### src/rtl/workout_progress_tracker.sv
// -----------------------------------------------------------------------------
// workout_progress_tracker
//
// Watches the workout scheduler (workout_num, buzzer) and the user's start/skip
// pulses and rebuilds the session as a stream of per-workout completion
// records. Each record carries the workout number, the number of RUN cycles
// spent on it and whether it was ended by a skip. Records are queued in a small
// FIFO behind a valid/ready port for the display/logging path. Running
// completed/skipped counters and session status flags are also kept.
//
// Ports:
//   clk           system clock, rising edge
//   reset         synchronous, active-low reset
//   start         session start pulse (shared with the scheduler)
//   skip          user skip pulse (shared with the scheduler)
//   workout_num   scheduler's current workout number
//   time_remain   scheduler's remaining time (observed only, no effect)
//   buzzer        scheduler end-of-workout buzzer
//   rec_valid     head record available
//   rec_ready     consumer accepts the head record
//   rec_num       head record: workout number
//   rec_cycles    head record: RUN cycles spent on the workout
//   rec_skipped   head record: 1 = ended by skip
//   done_count    workouts completed by buzzer this session
//   skip_count    workouts ended by skip this session
//   busy          high while a session is running
//   session_done  high once the session has produced all its records
//   overflow      sticky: a record was dropped because the FIFO was full
// -----------------------------------------------------------------------------
module workout_progress_tracker #(
  parameter int unsigned NUM_WORKOUTS = 8,
  parameter int unsigned ELAPSED_W    = 16,
  parameter int unsigned FIFO_DEPTH   = 4
) (
  input  logic                 clk,
  input  logic                 reset,
  input  logic                 start,
  input  logic                 skip,
  input  logic [7:0]           workout_num,
  input  logic [5:0]           time_remain,
  input  logic                 buzzer,
  output logic                 rec_valid,
  input  logic                 rec_ready,
  output logic [7:0]           rec_num,
  output logic [ELAPSED_W-1:0] rec_cycles,
  output logic                 rec_skipped,
  output logic [7:0]           done_count,
  output logic [7:0]           skip_count,
  output logic                 busy,
  output logic                 session_done,
  output logic                 overflow
);

  localparam int unsigned AddrW = $clog2(FIFO_DEPTH);
  localparam int unsigned CntW  = $clog2(NUM_WORKOUTS + 1);

  localparam logic [ELAPSED_W-1:0] ElapsedMax = '1;
  localparam logic [CntW-1:0]      NumRec     = CntW'(NUM_WORKOUTS);
  localparam logic [7:0]           CountMax   = 8'hFF;

  typedef enum logic [1:0] {
    StIdle,
    StRun,
    StDone
  } state_e;

  typedef struct packed {
    logic [7:0]           num;
    logic [ELAPSED_W-1:0] cycles;
    logic                 skipped;
  } rec_t;

  // Session state
  state_e               state_q;
  logic [ELAPSED_W-1:0] elapsed_q;
  logic [CntW-1:0]      rec_cnt_q;
  logic [7:0]           done_cnt_q;
  logic [7:0]           skip_cnt_q;
  logic                 buzz_prev_q;
  logic                 busy_q;
  logic                 sess_done_q;

  // Record FIFO; pointers carry one extra bit to tell full from empty
  rec_t                 mem_q [FIFO_DEPTH];
  logic [AddrW:0]       wr_ptr_q;
  logic [AddrW:0]       rd_ptr_q;
  logic                 overflow_q;

  // Decode
  logic                 buzz_rise;
  logic                 rec_event;
  logic [ELAPSED_W-1:0] elapsed_inc;
  logic [CntW-1:0]      rec_cnt_inc;
  logic [7:0]           done_cnt_inc;
  logic [7:0]           skip_cnt_inc;
  logic                 fifo_empty;
  logic                 fifo_full;
  logic                 pop;
  logic                 push;
  rec_t                 new_rec;
  rec_t                 head_rec;

  // time_remain is observed but deliberately has no effect on the outputs.
  logic                 unused_time_remain;
  assign unused_time_remain = ^time_remain;

  // A buzzer that is already high when RUN is entered shows no rising edge,
  // because buzz_prev_q tracks the buzzer in every state.
  assign buzz_rise = buzzer & ~buzz_prev_q;
  assign rec_event = (state_q == StRun) & (buzz_rise | skip);

  assign elapsed_inc  = (elapsed_q == ElapsedMax) ? elapsed_q : elapsed_q + 1'b1;
  assign rec_cnt_inc  = rec_cnt_q + 1'b1;
  assign done_cnt_inc = (done_cnt_q == CountMax) ? done_cnt_q : done_cnt_q + 1'b1;
  assign skip_cnt_inc = (skip_cnt_q == CountMax) ? skip_cnt_q : skip_cnt_q + 1'b1;

  // The record's cycle count includes the event cycle itself.
  assign new_rec.num     = workout_num;
  assign new_rec.cycles  = elapsed_inc;
  assign new_rec.skipped = skip;

  assign fifo_empty = (wr_ptr_q == rd_ptr_q);
  assign fifo_full  = (wr_ptr_q[AddrW] != rd_ptr_q[AddrW]) &&
                      (wr_ptr_q[AddrW-1:0] == rd_ptr_q[AddrW-1:0]);

  assign pop  = ~fifo_empty & rec_ready;
  // A full FIFO still accepts a push when the head leaves in the same cycle.
  assign push = rec_event & (~fifo_full | pop);

  // ---------------------------------------------------------------------------
  // Session FSM with registered status outputs
  // ---------------------------------------------------------------------------
  always_ff @(posedge clk) begin
    if (!reset) begin
      state_q     <= StIdle;
      elapsed_q   <= '0;
      rec_cnt_q   <= '0;
      done_cnt_q  <= '0;
      skip_cnt_q  <= '0;
      busy_q      <= 1'b0;
      sess_done_q <= 1'b0;
    end else begin
      case (state_q)
        StIdle, StDone: begin
          if (start) begin
            state_q     <= StRun;
            elapsed_q   <= '0;
            rec_cnt_q   <= '0;
            done_cnt_q  <= '0;
            skip_cnt_q  <= '0;
            busy_q      <= 1'b1;
            sess_done_q <= 1'b0;
          end
        end
        StRun: begin
          if (rec_event) begin
            elapsed_q <= '0;
            rec_cnt_q <= rec_cnt_inc;
            // A skip coinciding with a buzzer edge counts only as a skip.
            if (skip) begin
              skip_cnt_q <= skip_cnt_inc;
            end else begin
              done_cnt_q <= done_cnt_inc;
            end
            // Dropped records still count toward the session length.
            if (rec_cnt_inc == NumRec) begin
              state_q     <= StDone;
              busy_q      <= 1'b0;
              sess_done_q <= 1'b1;
            end
          end else begin
            elapsed_q <= elapsed_inc;
          end
        end
        default: begin
          state_q     <= StIdle;
          busy_q      <= 1'b0;
          sess_done_q <= 1'b0;
        end
      endcase
    end
  end

  always_ff @(posedge clk) begin
    if (!reset) begin
      buzz_prev_q <= 1'b0;
    end else begin
      buzz_prev_q <= buzzer;
    end
  end

  // ---------------------------------------------------------------------------
  // Record FIFO
  // ---------------------------------------------------------------------------
  always_ff @(posedge clk) begin
    if (!reset) begin
      wr_ptr_q   <= '0;
      rd_ptr_q   <= '0;
      overflow_q <= 1'b0;
    end else begin
      if (pop) begin
        rd_ptr_q <= rd_ptr_q + 1'b1;
      end
      if (push) begin
        wr_ptr_q <= wr_ptr_q + 1'b1;
      end
      if (rec_event && fifo_full && !pop) begin
        overflow_q <= 1'b1;
      end
    end
  end

  // Storage needs no reset: the head fields are masked while the FIFO is empty.
  always_ff @(posedge clk) begin
    if (push) begin
      mem_q[wr_ptr_q[AddrW-1:0]] <= new_rec;
    end
  end

  assign head_rec = mem_q[rd_ptr_q[AddrW-1:0]];

  // ---------------------------------------------------------------------------
  // Outputs
  // ---------------------------------------------------------------------------
  assign rec_valid    = ~fifo_empty;
  assign rec_num      = rec_valid ? head_rec.num     : '0;
  assign rec_cycles   = rec_valid ? head_rec.cycles  : '0;
  assign rec_skipped  = rec_valid ? head_rec.skipped : 1'b0;
  assign done_count   = done_cnt_q;
  assign skip_count   = skip_cnt_q;
  assign busy         = busy_q;
  assign session_done = sess_done_q;
  assign overflow     = overflow_q;

endmodule

### config.mk
export PLATFORM = sky130hd
export DESIGN_NAME = workout_progress_tracker
export DESIGN_NICKNAME = d
export VERILOG_FILES = /design/src/rtl/workout_progress_tracker.sv
export SDC_FILE = /design/constraint.sdc
export NUM_CORES = 1
export LEC_CHECK = 0
export ABC_AREA = 1
export CORE_ASPECT_RATIO = 0.7
export CORE_MARGIN = 10
export CORE_UTILIZATION = 57
export CTS_CLUSTER_SIZE = 20
export DETAILED_ROUTE_END_ITERATION = 12
export MAX_ROUTING_LAYER = met4
export PLACE_DENSITY = 0.79
export SETUP_SLACK_MARGIN = 0.1
export SYNTH_ARGS = -nofsm -noshare
export SYNTH_HDL_FRONTEND = slang
export SYNTH_SLANG_ARGS = --single-unit
### constraint.sdc
create_clock -name clk -period 5.7 [get_ports clk]
set_input_delay 1.14 -clock clk [delete_from_list [all_inputs] [get_ports clk]]
set_output_delay 1.14 -clock clk [all_outputs]
set_load 0.02 [all_outputs]
Word-level counts from Yosys, hierarchy flattened

Memory sizes are Yosys's and may differ from the RTL's. A register that Yosys moved wholly into a read port is not among the register bits.
Cells that the tools add are included.

Flip-flop bits (word level): 48
Bits in writable memories: 100
Output and inout bits: 45
Memories kept: 1

Memories:

| memory | words | bits a word | rd ports | clocked after memory_dff | write ports | RTL line | RTL |
|---|---|---|---|---|---|---|---|
| mem_q  | 4     | 25          | 1        | 1                        | 1           | 84       | `rec_t mem_q [FIFO_DEPTH];` |

$add $sub $neg: 6
Equal/unequal tests: 16
Multiplexer cells: 35
Bitwise operators: 9
Reductions and logical operators: 12

Operator list:

| operator                                      | count |
|---|---|
| 2-to-1 mux 16 bit                             | 4 |
| 2-to-1 mux 8 bit                              | 8 |
| one-hot mux 16 bit (2 select lines)           | 1 |
| one-hot mux 8 bit (2 select lines)            | 2 |
| adder 16 x 1 -> 16 bit, second input constant | 1 |
| adder 8 x 1 -> 8 bit, second input constant   | 2 |
| equality test 16 bit, second input constant   | 1 |
| equality test 8 bit, second input constant    | 2 |
| != test 2 bit, second input constant          | 6 |
| 2-to-1 mux 2 bit                              | 5 |
| AND reduction 5 bit                           | 2 |
| 2-to-1 mux 1 bit                              | 9 |
| 2-to-1 mux 4 bit                              | 2 |
| one-hot mux 4 bit (2 select lines)            | 1 |
| adder 3 x 1 -> 3 bit, second input constant   | 2 |
| AND reduction 3 bit                           | 2 |
| adder 4 x 1 -> 4 bit, second input constant   | 1 |
| AND 1 bit                                     | 4 |
| equality test 4 bit, second input constant    | 1 |
| one-hot mux 1 bit (2 select lines)            | 2 |
| one-hot mux 2 bit (2 select lines)            | 1 |
| equality test 3 bit                           | 1 |
| logical AND 1 bit                             | 3 |
| inverter 1 bit                                | 3 |
| other kinds (11)                              | 12 |

Longest topological paths before layout

Gate-level depths: netlist (run 1).

Depth in word-level cells: 7
Depth in mapped cells: 10

Worst setup path before layout (run 1)

OpenSTA, ideal clock, no wires.

Kind: input to register
From: in buzzer
To: mem mem_q[0][0] (netlist bit) (enable)
Setup time: 407 ps
Arrival: 2681 ps
Required time: 5293 ps
Path slack: 2612 ps
Cell stages on the path: 6
Path buffers: 0
Cell sequence: nand2_1 > nand2_1 > nand2_2 > clkinv_1 > nand2_1 > nor2_1

Longest elaborated chain between the ends: 6

Ends and longest elaborated chain:

| element                                | RTL line | RTL |
|---|---|---|
| from (decl)                            | 41       | `input logic buzzer,` |
| AND 1 bit                              | 109      | `assign buzz_rise = buzzer & ~buzz_prev_q;` |
| bitwise OR 1 bit                       | 110      | `assign rec_event = (state_q == StRun) & (buzz_rise \| skip);` |
| AND 1 bit                              | 110      |  |
| AND 1 bit                              | 128      | `assign push = rec_event & (~fifo_full \| pop);` |
| 2-to-1 mux 1 bit                       | 215      | `if (push) begin` |
| 2-to-1 mux 1 bit (not written as such) | 216      | `mem_q[wr_ptr_q[AddrW-1:0]] <= new_rec;` |
| to (decl)                              | 84       |  |

Every way passes these cells.

==> flow_summary_export.csv, run 1 <==
group,metric,value,unit
status,outcome,"finished, final reports clean",
clock_network,clock_latency,0.41,ns
detailed_routing,drt_pre_antenna_iters,6,
synthesis,synthesis.nets,762,
layout,finish.net_count,815,
detailed_routing,drt-wirelength-per-cell,16.2,um
synthesis,synth.area.top_cells,"sky130_fd_sc_hd__edfxtp_1 44%, sky130_fd_sc_hd__dfxtp_1 14%, sky130_fd_sc_hd__nand2_1 8.4%",
worst_setup_path,cp.buffers_inverters,4,
synthesis,post_synth_most_frequent_cells,"152 x sky130_fd_sc_hd__nand2_1, 135 x sky130_fd_sc_hd__nor2_1, 100 x sky130_fd_sc_hd__edfxtp_1, 64 x sky130_fd_sc_hd__inv_1, 49 x sky130_fd_sc_hd__dfxtp_1",
die,fp.coreArea,11700,um2
global_route,global_route.usage.total,19.0,%
worst_setup_path,worst-path-stages,7,
timing,fin_tns_setup,0,ns
synthesis,synth_top_area_share,44.0,%
clock_network,htreeDepth,4,
pwr,vdd_ir_drop_max,0.214,mV
synthesis,yosys_most_used_dff,"sky130_fd_sc_hd__edfxtp_1",
global_route,grt_first_pass_wirelength,25200,um
timing,period_needed,4.10,ns
synthesis,synth-async-reset-ratio,0,%
placement,hpwlAfterDp,9660,um
clock_network,tritoncts.num_buffers,17,
die,pin_count,65,
placement,placed_cell_area,7530,um2
placement,port_buffers,58,
run,cap_viol_max_count,0,
global_route,antenna_found_initial,0,
detailed_routing,first_iter_violations,441,
worst_setup_path,path_depth_of_the_worst_reg2reg_path,6,
die,die-area,16800,um2
pwr,pwr_density_cell,355,nW/um2
detailed_routing,detail_route.drc_violations,0,
worst_setup_path,worstPathArrival,2.96,ns
clock_network,cts.repair.resized,0,
timing,timing.final.crit_share,72.0,%
clock_network,hold_buffers,0,
global_route,maximum_number_of_pins_on_one_net_before_global_route_repair,52,
synthesis,ys_seq_area_share,58.4,%
detailed_routing,vias,5332,
layout,layout.cell_area.non_filler,8080,um2
timing,drv_slew,0,
placement,globalplace.congestion,0.888,
synthesis,ys_warn_count,0,
global_route,vias_in_the_first_global_route,4954,
synthesis,synth_most_common_cell,"sky130_fd_sc_hd__nand2_1",
layout,post_route_cells_drive_above_1_share,9.51,%
synthesis,postSynthCellCount,733,
worst_setup_path,timing.critical_path.cells,"buf_4 > inv_2 > nor2_1 > o32ai_1 > nand2_1 > inv_1 > clkdlybuf4s50_1",
worst_setup_path,slowest_stage,"sky130_fd_sc_hd__inv_2",
layout,syn2layout_area_growth,18.4,%
worst_setup_path,crit_path_max_fanout,51,
timing,setup_viol,0,
detailed_routing,route.final.wire_length,15500,um
synthesis,number_of_synthesized_flops_with_an_enable_pin,100,
synthesis,post_synthesis_cell_type_count,38,
timing,slew-limit-headroom,35.4,%
synthesis,synth.largest_area_cell,"sky130_fd_sc_hd__edfxtp_1",
die,row_count,33,
detailed_routing,vias_per_cell,5.58,
clock_network,cts-root-to-sink-buffers,2,
worst_setup_path,setup.worst_path.end_class,"primary output",
clock_network,cts_tree,"done",
worst_setup_path,cp_slowest_stage_delay,0.73,ns
worst_setup_path,cp.required,4.56,ns
timing,worst_pin_slew,0.963,ns
layout,antenna-diode-count,0,
clock_network,cts-root-buf,"sky130_fd_sc_hd__clkbuf_16",
worst_setup_path,worstSetupPathType,"reg -> out",
timing,clock_skew,0.0114,ns
timing,fmaxAchievable,244,MHz
clock_network,cts_setup_buffers,0,
die,starting_utilization_of_the_core_area,58.2,%
clock_network,clock_sink_count,149,
clock_network,clk_transition_reported_paths,0.06,ns
timing,unrepaired_setup_endpoints_after_global_routing,"false",
timing,hold_slack,0.469,ns
worst_setup_path,setup.worst_path.start_class,"flip-flop",
min_path,timing.hold.worst.class,"reg -> reg",
detailed_routing,route.antenna.remaining_nets,0,
pwr,power.leakage,2.97,nW
timing,finalHoldViolCount,0,
min_path,worstHoldPathCells,2,
global_route,residual_overflow_from_global_routing,0,
die,die_height,112,um
synthesis,post_synth_instance_area,6830,um2
synthesis,synthesis.area_per_instance,9.31,um2
worst_setup_path,path_delay_family,"buffers and inverters",
synthesis,synth-seq-cells,149,
die,dieWidth,151,um
power breakdown:
group	leakage (nW)	total, mW	switching (mW)	internal (mW)
clock network	0.267	1.04	0.432	0.610
logic	1.46	0.600	0.368	0.232
registers	1.24	1.22	0.0425	1.18
total	2.97	2.87	0.842	2.02
logic make-up after synthesis:
| logic type | share of synthesized area [%] |
|---|---|
| buffers and inverters | 6.03 |
| and+or+nand+nor | 23.3 |
| xor gates and xnor gates | 0.641 |
| DFF | 58.4 |
| adders and majority gates | 1.65 |
| AOI/OAI and AO/OA | 10.0 |
per-layer routing:
layer	vias to the layer above	track usage, %	part of all wire, %
met4	0	5.82	0.98
met5	-	-	0
met1	2526	25.1	45
met3	22	3.80	7.7
met2	219	29.0	47
li1	2565	-	-
final timing paths:
path	endpoint	slack [ns]	start
max reg2reg	mem_q[3][17]	3.07	state_q[0]
min	busy	0.47	busy
min reg2reg	busy	0.47	busy
max	rec_cycles[1]	1.60	flip-flop
registers in the layout (all words and copies together), names as in the netlist, named ones only:
name,cells
state_q,2
skip_count,8
buzz_prev_q,1
wr_ptr_q,3
elapsed_q,16
rd_ptr_q,3
overflow,1
rec_cnt_q,4
busy,1
done_count,8
mem_q,100
cell usage in the layout (no fill, tap or decap), types with 2 or more instances in the layout:
| master | instances |
|---|---|
| sky130_fd_sc_hd__xor2_1 | 4 |
| sky130_fd_sc_hd__o21ai_0 | 39 |
| sky130_fd_sc_hd__nor2_1 | 131 |
| sky130_fd_sc_hd__clkbuf_16 | 19 |
| sky130_fd_sc_hd__nand3b_4 | 2 |
| sky130_fd_sc_hd__and2_1 | 4 |
| sky130_fd_sc_hd__nand2_2 | 7 |
| sky130_fd_sc_hd__clkdlybuf4s50_1 | 58 |
| sky130_fd_sc_hd__nand3_1 | 33 |
| sky130_fd_sc_hd__clkbuf_1 | 3 |
| sky130_fd_sc_hd__clkinv_4 | 2 |
| sky130_fd_sc_hd__nand2_4 | 2 |
| sky130_fd_sc_hd__nand2_1 | 152 |
| sky130_fd_sc_hd__nand3_2 | 8 |
| sky130_fd_sc_hd__nand3b_1 | 4 |
| sky130_fd_sc_hd__ha_1 | 9 |
| sky130_fd_sc_hd__a21oi_1 | 35 |
| sky130_fd_sc_hd__edfxtp_1 | 100 |
| sky130_fd_sc_hd__clkinvlp_4 | 3 |
| sky130_fd_sc_hd__o32ai_1 | 25 |
| sky130_fd_sc_hd__a21oi_2 | 7 |
| sky130_fd_sc_hd__inv_2 | 5 |
| sky130_fd_sc_hd__o21bai_1 | 2 |
| sky130_fd_sc_hd__dfxtp_1 | 48 |
| sky130_fd_sc_hd__buf_4 | 3 |
| sky130_fd_sc_hd__inv_1 | 64 |
| sky130_fd_sc_hd__clkinv_2 | 4 |
| sky130_fd_sc_hd__nor2_4 | 6 |
| sky130_fd_sc_hd__nand4_1 | 3 |
| sky130_fd_sc_hd__nor3_1 | 2 |
| sky130_fd_sc_hd__nand3_4 | 2 |
| sky130_fd_sc_hd__inv_6 | 2 |
| sky130_fd_sc_hd__clkinv_1 | 2 |
final cells by class:
class | count | area, um2
repair buffers | 61 | 603
clock inverters | 10 | 70.1
well taps | 157 | 196
flip-flops and latches | 149 | 3990
fillers | 871 | 3640
clock buffers | 22 | 487
inverters | 73 | 280
multi-input cells | 484 | 2460
tightest hold or removal path, cell delays in order, from the launching register on:
cell	delay [ns]
sky130_fd_sc_hd__dfxtp_1	0.31
sky130_fd_sc_hd__nand2_1	0.06
sky130_fd_sc_hd__a21oi_1	0.05
stage by stage:
stage	total power, mW	util [%]	setup WS [ns]	cells
2_1_floorplan	1.60	-	2.61	733
3_3_place_gp	1.83	64.2	2.05	924
3_5_place_dp	1.85	64.2	2.01	924
4_1_cts	2.88	68.9	1.64	956
5_1_grt	2.99	68.9	1.43	956
6_report	2.87	68.9	1.60	956
No activity file was read; power rests on OpenSTA's default activity.
==> run 2: changes to the inputs <==
clock period = 4 ns   (was 5.7 ns; I/O delays follow)
==> run 2 against run 1 <==
Net effect: non-clock buffer count up 7; register-to-register slack worse by 1.3 ns; critical path depth did not move; count of clock-buffer cells in the layout down 4; global-route usage up 0.57 points; sequential cell count unchanged; cell count rose by 0.73%; sequential power up 40%; first-iteration DRC count up 26%; clock skew about the same; design area is 0.57% higher; critical path type unchanged; highest routed layer unchanged.
==> flow_summary_export.csv, run 2 (synthesis gave the netlist of run 1 again) <==
group,metric,value,unit
pwr,power.leakage,3.01,nW
clock_network,clk_transition_reported_paths,0.06,ns
timing,setup_viol,0,
detailed_routing,first_iter_violations,554,
placement,hpwlAfterDp,10200,um
worst_setup_path,setup.worst_path.end_class,"primary output",
timing,finalHoldViolCount,0,
timing,timing.final.crit_share,86.4,%
layout,antenna-diode-count,0,
die,die-area,16800,um2
clock_network,clock_latency,0.42,ns
timing,worst_pin_slew,0.945,ns
layout,finish.net_count,822,
layout,fin_cells,963,
worst_setup_path,cp.required,3.20,ns
clock_network,clock_sink_count,149,
die,pin_count,65,
min_path,timing.hold.worst.class,"reg -> reg",
clock_network,tritoncts.num_buffers,17,
global_route,residual_overflow_from_global_routing,0,
clock_network,cts-root-buf,"sky130_fd_sc_hd__clkbuf_16",
clock_network,htreeDepth,4,
clock_network,cts-root-to-sink-buffers,2,
detailed_routing,route.final.wire_length,15800,um
clock_network,hold_buffers,0,
layout,largest_register_ffs,100,
timing,clock_skew,0.0113,ns
placement,pre_cts_ws,0.995,ns
die,die_height,112,um
layout,syn2layout_area_growth,19.1,%
die,fp.coreArea,11700,um2
worst_setup_path,crit_path_max_fanout,19,
timing,unrepaired_setup_endpoints_after_global_routing,"false",
detailed_routing,route.antenna.remaining_nets,0,
detailed_routing,vias_per_cell,5.46,
detailed_routing,drt_pre_antenna_iters,5,
pwr,pwr_density_cell,510,nW/um2
timing,slew-limit-headroom,36.6,%
die,row_count,33,
global_route,vias_in_the_first_global_route,4982,
layout,layout_common_cells,"152 x sky130_fd_sc_hd__nand2_1, 131 x sky130_fd_sc_hd__nor2_1, 100 x sky130_fd_sc_hd__edfxtp_1, 64 x sky130_fd_sc_hd__inv_1, 58 x sky130_fd_sc_hd__clkdlybuf4s50_1",
die,dieWidth,151,um
placement,globalplace.congestion,0.845,
global_route,antenna_found_initial,0,
status,outcome,"finished, final reports clean",
placement,number_of_cells_in_the_design_after_placement,931,
clock_network,cts_tree,"done",
detailed_routing,detail_route.drc_violations,0,
run,cap_viol_max_count,0,
timing,fin_tns_setup,0,ns
die,starting_utilization_of_the_core_area,58.2,%
layout,final_common_cell,"sky130_fd_sc_hd__nand2_1",
placement,port_buffers,58,
timing,drv_slew,0,
clock_network,cts_setup_buffers,0,
detailed_routing,vias,5258,
timing,fmaxAchievable,289,MHz
global_route,maximum_number_of_pins_on_one_net_before_global_route_repair,51,
global_route,global_route.usage.total,19.6,%
timing,timing.final.ws_setup,0.545,ns
clock_network,cts.repair.resized,0,
layout,post_route_cells_drive_above_1_share,10.4,%
detailed_routing,drt-wirelength-per-cell,16.4,um
worst_setup_path,setup.worst_path.start_class,"flip-flop",
pwr,vdd_ir_drop_max,0.331,mV
worst_setup_path,worstPathArrival,2.66,ns
global_route,grt_first_pass_wirelength,25800,um
timing,period_needed,3.46,ns
worst_setup_path,worstSetupPathType,"reg -> out",
run 2: changes by cell type in the layout (fill, tap and decap cells not counted), sizes merged:
cell,before,now
clkinvlp,3,2
clkbuf,22,18
clkinv,8,10
bufinv,0,1
buf,3,10
inv,72,74
run 2: final timing paths:
check,cells past startpoint,slack (ns),to,start
worst min register to register,2,0.47,busy,busy
worst max register to register,7,1.77,mem_q[1][1],state_q[0]
worst max-delay path,7,0.54,rec_cycles[0],wr_ptr_q[1]
worst min-delay path,2,0.47,busy,busy
run 2: critical path: stages (launching register included):
cell and delay, ns:
sky130_fd_sc_hd__dfxtp_1 0.44, sky130_fd_sc_hd__or2_0 0.15, sky130_fd_sc_hd__a21oi_1 0.08, sky130_fd_sc_hd__nand2_1 0.41, sky130_fd_sc_hd__buf_4 0.35, sky130_fd_sc_hd__nand2_1 0.09, sky130_fd_sc_hd__inv_1 0.09, sky130_fd_sc_hd__clkdlybuf4s50_1 0.61
run 2: metrics by stage:
step / power [mW] / utilization [%] / hold WS (ns) / instance area (um2)
2_1_floorplan: 2.29 / - / 0.452 / 6830
3_3_place_gp: 2.61 / 64.4 / 0.455 / 7560
5_1_grt: 4.33 / 69.3 / 0.494 / 8130
4_1_cts: 4.17 / 69.3 / 0.477 / 8130
3_5_place_dp: 2.64 / 64.4 / 0.463 / 7560
6_report: 4.15 / 69.3 / 0.471 / 8130
run 2: layout make-up:
type | count | area, um2
Clock buffer | 18 | 429
Clock inverter | 14 | 143
Fill cell | 853 | 3600
Inverter | 73 | 280
Multi-Input combinational cell | 484 | 2440
Sequential cell | 149 | 3980
Tap cell | 157 | 196
Timing Repair Buffer | 68 | 656
run 2: where the power goes:
part	internal (mW)	switching, mW	total, mW
logic	0.339	0.568	0.907
registers	1.68	0.0295	1.71
clock network	0.873	0.653	1.53
total	2.90	1.25	4.15
run 2: routing by layer:
metal / up-vias / GRT usage, % / routed length (um)
met5: - / - / 0
met4: 0 / 4.73 / 110
met3: 11 / 4.33 / 982
met2: 165 / 30.2 / 7570
met1: 2500 / 25.8 / 7150
li1: 2582 / - / -
==> run 3: changes to the inputs <==
RECOVER_POWER = 50   (was not set)
==> run 3 against run 2 <==
Net effect: clock skew shrank 0.0014 ns; fmax shrank 0.30%; core utilization shrank 1.1 points; die area is the same; power shrank 0.28%; non-clock buffer count is the same; design area shrank 1.5%; critical path depth is the same; first-iteration DRC count grew 3.8%; critical endpoint unchanged; largest cell class unchanged.
==> flow_summary_export.csv, run 3 (synthesis gave the netlist of run 1 again) <==
group,metric,value,unit
status,outcome,"finished, final reports clean",
die,dieWidth,151,um
layout,antenna-diode-count,0,
timing,drv_slew,0,
global_route,global_route.usage.total,19.6,%
die,die-area,16800,um2
clock_network,hold_buffers,0,
clock_network,cts_setup_buffers,0,
clock_network,tritoncts.num_buffers,17,
clock_network,cts-root-to-sink-buffers,2,
pwr,vdd_ir_drop_max,0.330,mV
clock_network,clock_latency,0.41,ns
clock_network,cts-root-buf,"sky130_fd_sc_hd__clkbuf_16",
layout,fin_cells,963,
pwr,power.leakage,2.96,nW
detailed_routing,route.antenna.remaining_nets,0,
detailed_routing,detail_route.drc_violations,0,
pwr,p_clk_share,36.9,%
worst_setup_path,worstPathArrival,2.67,ns
timing,period_needed,3.47,ns
pwr,p_sw_share,30.2,%
min_path,worstHoldPathCells,2,
die,starting_utilization_of_the_core_area,58.2,%
run,cap_viol_max_count,0,
die,row_count,33,
detailed_routing,drt-wirelength-per-cell,16.4,um
global_route,vias_in_the_first_global_route,4982,
die,pin_count,65,
placement,globalplace.congestion,0.845,
timing,clock_skew,0.00985,ns
clock_network,clk_transition_reported_paths,0.06,ns
placement,number_of_cells_in_the_design_after_placement,931,
layout,largest_register_ffs,100,
layout,layout_common_cells,"157 x sky130_fd_sc_hd__nand2_1, 132 x sky130_fd_sc_hd__nor2_1, 100 x sky130_fd_sc_hd__edfxtp_1, 65 x sky130_fd_sc_hd__inv_1, 49 x sky130_fd_sc_hd__dfxtp_1",
timing,fin_tns_setup,0,ns
timing,timing.final.crit_share,86.6,%
layout,finish.net_count,822,
detailed_routing,first_iter_violations,575,
timing,worst_pin_slew,0.936,ns
clock_network,clock_sink_count,149,
detailed_routing,vias_per_cell,5.49,
worst_setup_path,worstSetupPathType,"reg -> out",
timing,fmaxAchievable,289,MHz
timing,unrepaired_setup_endpoints_after_global_routing,"false",
timing,hold_slack,0.468,ns
pwr,pwr_density_cell,517,nW/um2
layout,finalCoreUtilization,68.3,%
pwr,comb_power_share,21.7,%
layout,layout.cell_area.non_filler,8000,um2
clock_network,htreeDepth,4,
global_route,antenna_found_initial,0,
detailed_routing,vias,5291,
global_route,grt_first_pass_wirelength,25800,um
worst_setup_path,setup.worst_path.start_class,"flip-flop",
placement,placed_cell_area,7560,um2
placement,hpwlAfterDp,10200,um
global_route,maximum_number_of_pins_on_one_net_before_global_route_repair,51,
layout,num-fill-cells,870,
die,die_height,112,um
layout,final_common_cell,"sky130_fd_sc_hd__nand2_1",
die,fp.coreArea,11700,um2
min_path,timing.hold.worst.class,"reg -> reg",
placement,port_buffers,58,
global_route,residual_overflow_from_global_routing,0,
timing,finalHoldViolCount,0,
worst_setup_path,cp.required,3.20,ns
layout,post_route_cells_drive_above_1_share,7.82,%
timing,slew-limit-headroom,37.2,%
detailed_routing,drt_pre_antenna_iters,4,
clock_network,cts_tree,"done",
detailed_routing,route.final.wire_length,15800,um
timing,setup_viol,0,
worst_setup_path,crit_path_max_fanout,19,
worst_setup_path,path_depth_of_the_worst_reg2reg_path,6,
pwr,power.switching,1.25,mW
pwr,seq_power_share,41.4,%
worst_setup_path,setup.worst_path.end_class,"primary output",
clock_network,cts.repair.resized,0,
pwr,power_report.internal_total,2.89,mW
layout,syn2layout_area_growth,17.2,%
run 3: worst max-delay path: stages (launching register included):
cell and delay (ns):
sky130_fd_sc_hd__dfxtp_1 0.45, sky130_fd_sc_hd__or2_0 0.15, sky130_fd_sc_hd__a21oi_1 0.08, sky130_fd_sc_hd__nand2_1 0.42, sky130_fd_sc_hd__buf_4 0.36, sky130_fd_sc_hd__nand2_1 0.09, sky130_fd_sc_hd__inv_1 0.09, sky130_fd_sc_hd__clkdlybuf4s50_1 0.61
run 3: routing by layer:
metal	GRT usage, %	wire [um]
met2	30.2	7580
met5	-	0
met1	25.8	7080
met4	4.73	126
met3	4.33	1040
run 3: worst paths after layout:
check	from	to	slack (ns)
setup / recovery	wr_ptr_q[1]	rec_cycles[0]	0.53
hold / removal	busy	busy	0.47
setup reg to reg	elapsed_q[0]	mem_q[2][13]	1.65
hold reg to reg	busy	busy	0.47
run 3: metrics by stage:
stage / total power, mW / setup slack (ns)
2_1_floorplan: 2.29 / 1.25
3_3_place_gp: 2.61 / 1.08
3_5_place_dp: 2.64 / 0.995
4_1_cts: 4.17 / 0.535
5_1_grt: 4.32 / 0.414
6_report: 4.13 / 0.534
run 3: area by class of cell:
type / count / area, um2 / area share [%]
well taps: 157 / 196 / 2.45
flip-flops and latches: 149 / 3980 / 49.8
inverters: 73 / 277 / 3.45
repair buffers: 68 / 652 / 8.14
clock buffers: 18 / 429 / 5.36
clock inverters: 14 / 143 / 1.78
multi-input cells: 484 / 2320 / 29.0
run 3: power groups by stage:
stage,sequential [mW],clock [mW],combinational [mW]
after detailed placement,1.74,0,0.899
after global routing,1.72,1.62,0.978
after global placement,1.74,0,0.870
after floorplan,1.75,0,0.535
after CTS,1.71,1.54,0.913
final,1.71,1.53,0.896
